[src/rtl/sysid_pkg.sv]
// Shared register map for the sysid slave: offsets, CTRL bits, CAPS layout and defaults.
package sysid_pkg;

  localparam int OFS_ID        = 0;
  localparam int OFS_TIMESTAMP = 1;
  localparam int OFS_CAPS      = 2;
  localparam int OFS_UPTIME_LO = 3;
  localparam int OFS_UPTIME_HI = 4;
  localparam int OFS_CTRL      = 5;
  localparam int OFS_SCRATCH0  = 6;

  localparam int CTRL_CLEAR_BIT  = 0;
  localparam int CTRL_FREEZE_BIT = 1;

  localparam int CAPS_VERSION_LSB = 0;
  localparam int CAPS_NSCR_LSB    = 8;

  localparam logic [31:0] DEFAULT_SYS_ID  = 32'h5244_4A22;
  localparam logic [7:0]  DEFAULT_VERSION = 8'd2;

  function automatic logic [31:0] caps_word(input logic [7:0] nscr, input logic [7:0] ver);
    logic [31:0] w;
    w = '0;
    w[CAPS_NSCR_LSB +: 8]    = nscr;
    w[CAPS_VERSION_LSB +: 8] = ver;
    return w;
  endfunction

endpackage

[src/rtl/sysid_uptime_counter.sv]
// 64-bit free-running uptime counter with clear/freeze and a high-word snapshot.
module sysid_uptime_counter (
  input  logic        clock,
  input  logic        reset_n,
  input  logic        clear,
  input  logic        freeze,
  input  logic        snap,
  output logic [63:0] count,
  output logic [31:0] snap_hi
);

  logic [63:0] count_nxt;

  // clear beats freeze so a combined clear+freeze parks the counter at 0
  assign count_nxt = clear  ? 64'd0 :
                     freeze ? count : count + 64'd1;

  always_ff @(posedge clock or negedge reset_n) begin
    if (!reset_n) begin
      count   <= '0;
      snap_hi <= '0;
    end else begin
      count <= count_nxt;
      if (snap) snap_hi <= count[63:32];
    end
  end

endmodule

[src/rtl/sysid_regs.sv]
// Avalon-MM system-ID slave: RO identity words, uptime counter, CTRL and scratch bank.
module sysid_regs
  import sysid_pkg::*;
#(
  parameter logic [31:0] SYS_ID        = DEFAULT_SYS_ID,
  parameter logic [31:0] TIMESTAMP     = 32'h0,
  parameter logic [7:0]  VERSION       = DEFAULT_VERSION,
  parameter int          NUM_SCRATCH   = 4,
  parameter int          ADDR_WIDTH    = 4,
  parameter logic [31:0] SCRATCH_RESET = 32'h0
) (
  input  logic                  clock,
  input  logic                  reset_n,
  input  logic [ADDR_WIDTH-1:0] address,
  input  logic                  read,
  input  logic                  write,
  input  logic [31:0]           writedata,
  input  logic [3:0]            byteenable,
  output logic [31:0]           readdata,
  output logic                  readdatavalid
);

  logic [31:0] addr32;
  assign addr32 = 32'(address);

  logic ctrl_wr, ctrl_clear, ctrl_freeze;
  assign ctrl_wr    = write && (addr32 == 32'(OFS_CTRL)) && byteenable[0];
  assign ctrl_clear = ctrl_wr && writedata[CTRL_CLEAR_BIT];

  always_ff @(posedge clock or negedge reset_n) begin
    if (!reset_n)     ctrl_freeze <= 1'b0;
    else if (ctrl_wr) ctrl_freeze <= writedata[CTRL_FREEZE_BIT];
  end

  logic [63:0] uptime;
  logic [31:0] snap_hi;
  logic        snap;
  assign snap = read && (addr32 == 32'(OFS_UPTIME_LO));

  sysid_uptime_counter u_uptime (
    .clock   (clock),
    .reset_n (reset_n),
    .clear   (ctrl_clear),
    .freeze  (ctrl_freeze),
    .snap    (snap),
    .count   (uptime),
    .snap_hi (snap_hi)
  );

  // live high word is only visible through the snapshot
  logic unused_uptime_hi;
  assign unused_uptime_hi = ^uptime[63:32];

  logic [NUM_SCRATCH-1:0][31:0] scratch;

  for (genvar i = 0; i < NUM_SCRATCH; i++) begin : g_scr
    logic sel;
    assign sel = write && (addr32 == 32'(OFS_SCRATCH0 + i));
    for (genvar b = 0; b < 4; b++) begin : g_byte
      logic [7:0] q;
      always_ff @(posedge clock or negedge reset_n) begin
        if (!reset_n)                 q <= SCRATCH_RESET[8*b +: 8];
        else if (sel && byteenable[b]) q <= writedata[8*b +: 8];
      end
      assign scratch[i][8*b +: 8] = q;
    end
  end

  logic [31:0] rd_mux;
  always_comb begin
    rd_mux = '0;
    case (addr32)
      32'(OFS_ID):        rd_mux = SYS_ID;
      32'(OFS_TIMESTAMP): rd_mux = TIMESTAMP;
      32'(OFS_CAPS):      rd_mux = caps_word(8'(NUM_SCRATCH), VERSION);
      32'(OFS_UPTIME_LO): rd_mux = uptime[31:0];
      32'(OFS_UPTIME_HI): rd_mux = snap_hi;
      32'(OFS_CTRL):      rd_mux[CTRL_FREEZE_BIT] = ctrl_freeze;
      default: begin
        for (int i = 0; i < NUM_SCRATCH; i++)
          if (addr32 == 32'(OFS_SCRATCH0 + i)) rd_mux = scratch[i];
      end
    endcase
  end

  // readdata samples pre-write state, so a colliding write is not visible to the read
  always_ff @(posedge clock or negedge reset_n) begin
    if (!reset_n) begin
      readdata      <= '0;
      readdatavalid <= 1'b0;
    end else begin
      readdatavalid <= read;
      if (read) readdata <= rd_mux;
    end
  end

endmodule

[config.mk]
export PLATFORM = sky130hd
export DESIGN_NAME = sysid_regs
export DESIGN_NICKNAME = d
export VERILOG_FILES = /design/src/rtl/sysid_pkg.sv /design/src/rtl/sysid_uptime_counter.sv /design/src/rtl/sysid_regs.sv
export SDC_FILE = /design/constraint.sdc
export NUM_CORES = 1
export LEC_CHECK = 0
export ABC_AREA = 1
export CORE_UTILIZATION = 45
export CTS_CLUSTER_SIZE = 40
export DETAILED_ROUTE_END_ITERATION = 8
export PLACE_DENSITY = 0.67
export SLEW_MARGIN = 20
export SYNTH_ARGS = -nofsm -noshare
export SYNTH_HDL_FRONTEND = slang
export SYNTH_HIERARCHICAL = 1
export SYNTH_SLANG_ARGS = --single-unit
[constraint.sdc]
create_clock -name clock -period 1.6 [get_ports clock]
set_clock_uncertainty 0.1 [all_clocks]
set_input_delay 0.32 -clock clock [delete_from_list [all_inputs] [get_ports clock]]
set_output_delay 0.32 -clock clock [all_outputs]
set_load 0.005 [all_outputs]
==> impl_results.md <==
- Run status: finished with violations
- Failing checks: setup timing
- Top cells by area, synth: dfrtp_1 49%, nand2_1 17%, nand3_1 7.0%, nor2_1 6.3%, inv_1 5.2%
- Pwr/cell area: about 1000 nW/µm²
- H-tree Lvls: 1
- Maximum vdd drop: ~850 µV
- Worst hold path class: primary input to async pin
- DIE AREA: approximately 30000 µm²
- Grt ovf: 0
- Worst Setup EP: u_uptime/count[51]$_DFFE_PN0P_
- Fin area: roughly 18000 µm²
- Worst r2r dst: u_uptime/count[51]$_DFFE_PN0P_
- Core Region: roughly 29000 µm²
- Drt pass-1 iters: 7
- Ys Warns: 6
- Antenna violations before repair: 0
- Vias in the first global route: about 13000
- Seq/Total Area, Yosys: 0.4914
- Crit Path Max Fanout: 6
- Worst Setup Path Type: flip-flop to flip-flop
- Initial core utilization: 0.4578
- Detailed Route Iter0 Violations: 1094
- Fin. Hold Viols: 0
- Longest Clk Path Bufs: 3
- Vias per cell: roughly 5.2
- Final WS setup: -0.1782 ns
- Final period util: 1.111
- Sw Share: 0.2910
- Post-route ant nets: 0
- CTS buffer count: 28
- All-Layer GR Usage: 0.2828
- DP Area: between 15000 and 20000 µm²
- Seq cells post-synth: 258
- Highest routed layer: met4
- Arrival @ worst endpoint: 2.11 ns
- Residual DRC count: 0
- Dpl ws: -0.8939 ns
- Synth top area share: 0.4914
- Syn Area/Cell: roughly 7.3 µm²
- Leakage: roughly 9 nW
- Internal power: between 0.01 and 0.015 W
- # diodes: 0
- Syn nets: 1842
- DR vias: approximately 13000
- Most frequent cells in the layout: 538 x nand2_1, 247 x buf_4, 245 x dfrtp_1
- Nets: ~2200
- Clock sink count: approximately 260
- Die Ht: ~170 µm
- CP endpoint kind: flip-flop
- Util after Layout: 0.6421
- Port Buffer Count: 76
- CTS tree: done
- Routed WL: ~42 mm
- Final Setup Violations: a little over 50
- Clk_lat worst skew: roughly 0.56 ns
- Post-Synthesis Cells: 1797
- RSZ-0062 raised after global routing: yes
- Post-synth top area cell: dfrtp_1
- Synthesis-to-layout area growth: 40.27%
- Least-Margin Pin Slew: 0.4941 ns
- Comb pwr share: 0.204
- Io pins: just under 80
- Relative slew slack: 0.6706
- Largest net degree at the start of global routing: between 60 and 70
- Clk pin slew, worst setup/hold paths: about 0.06 ns
- Clock share of power: 0.361
- Register-to-register setup slack: -0.18 ns
- Met3 wire len: around 2.4 mm
- Netlist cell types: 28
- Worst setup path start: u_uptime/count[0]$_DFFE_PN0P_
- Worst reg2reg path startpoint: u_uptime/count[0]$_DFFE_PN0P_
- Metal1 wirelength: 18.21 mm
- First-pass GRT wire length: between 60 and 70 mm
- Number of max-cap violations: 0
- R2R depth: 10
- FP Rows: 62
- WL met2: roughly 20 mm
- Switch Pwr: about 0.0056 W
- Post-layout minimum cycle time: 1.778 ns
- Flop pwr share: 0.435
- WP data required: 1.93 ns
- Clock Root Buffer: clkbuf_16
- Crit start category: flip-flop
- Max Fclk: between 0.5 and 0.6 GHz
- Final slew viol count: 0
- DP Wirelength: about 30 mm
- Final GP Congestion: about 0.95
- DIE WIDTH: around 170 µm
- Most common cell after layout, fill and taps aside: nand2_1
- Post-Syn Area: 13140 µm²
- Layout cell share with drive strength beyond 1: 0.2726
- Power, Total: 0.01915 W
- Drt wl/cell: 16.76 µm
[area by class of cell]
cell class | instances | area [µm²]
fill | 2434 | 10270
multi-input combinational | 1289 | 6528
sequential | 258 | 6472
timing repair buffer | 366 | 3264
clock buffer | 41 | 789.5
inverter | 186 | 705.7
tap | 384 | 480.5
clock inverter | 10 | 190.2
[cells in the mapped netlist]
cell / n
o21a_1: 1
dfrtp_1: 258
buf_1: 2
and2_1: 2
nor2_1: 220
a21oi_1: 52
o21ai_0: 119
nand4_1: 14
ha_1: 1
inv_2: 4
nor2_4: 11
nor2_2: 8
buf_2: 31
nor3_2: 2
nand2_1: 581
nor3b_1: 5
o211ai_1: 2
buf_4: 1
nor2b_2: 1
clkbuf_1: 30
mux2_2: 14
nor3_1: 9
nor4_1: 1
nand3_1: 183
o21ai_1: 44
clkinv_1: 1
inv_1: 181
nand2_2: 19
[layer usage]
layer | up-vias | global-route usage
met5 | - | 0
met2 | 452 | 0.4724
met4 | 0 | 0.1062
li1 | 6355 | -
met3 | 89 | 0.03078
met1 | 6354 | 0.3801
[power groups by stage]
| stage | Clock, W | Sequential, W | Combinational (W) |
|---|---|---|---|
| floorplan | 0 | 0.00820 | 0.00174 |
| finish | 0.00691 | 0.00834 | 0.00390 |
| CTS | 0.00702 | 0.00829 | 0.00360 |
| global placement | 0 | 0.00834 | 0.00328 |
| global route | 0.00726 | 0.00845 | 0.00435 |
| detailed placement | 0 | 0.00837 | 0.00338 |
[worst min path at each step]
stage / startpoint / to / slack, ns / cells after the start
detailed placement: reset_n / u_uptime/count[51]$_DFFE_PN0P_ / 0.07 / 1
global placement: reset_n / u_uptime/count[51]$_DFFE_PN0P_ / 0.07 / 1
floorplan: reset_n / ctrl_freeze$_DFFE_PN0P_ / -0.08 / 0
finish: reset_n / u_uptime/count[32]$_DFFE_PN0P_ / 0.11 / 2
global route: reset_n / u_uptime/count[51]$_DFFE_PN0P_ / 0.12 / 2
CTS: reset_n / u_uptime/count[40]$_DFFE_PN0P_ / 0.1 / 2
[kinds of logic after synthesis]
kind of cell               after synthesis  synth area share
AOI/OAI and AO/OA                      218           0.08361
adders and majority gates                1         0.0009521
buffers and inverters                  250           0.07466
DFF                                    258            0.4914
muxes                                   14           0.01200
and+or+nand+nor                       1056            0.3374
[worst max-delay path: stages, from the launching register on]
cell	delay, ns
dfrtp_1	0.45
nand3_2	0.13
nor2_4	0.19
buf_12	0.12
nand2_4	0.07
nor2_4	0.21
nand2_4	0.11
inv_4	0.09
nand3_1	0.07
nand2_1	0.07
nor2_1	0.04
[sequential cells by signal (all words and copies together), names as in the netlist]
register	cells
ctrl_freeze	1
readdatavalid	1
g_scr.g_byte.q	128
u_uptime/snap_hi	32
u_uptime/count	64
readdata	32
[per-stage QoR]
| stage | cells | setup TNS (ns) | hold WS, ns |
|---|---|---|---|
| 2_1_floorplan | 1797 | -17.11 | -0.07559 |
| 3_3_place_gp | 2417 | -157.21 | 0.06672 |
| 3_5_place_dp | 2417 | -167.45 | 0.06585 |
| 5_1_grt | 2534 | -8.725 | 0.1183 |
| 6_report | 2534 | -4.810 | 0.1050 |
| 4_1_cts | 2506 | -0.5967 | 0.09634 |
[timing repair]
action,4_1_cts,5_1_grt
buffers inserted,37,28
pin swaps,57,62
cloned,0,1
hold buffers,1,0
endpoints found under the setup margin,261,107
resized for setup,198,137
hold endpoints to repair,223,0
Power figures use the tool's default switching activity.
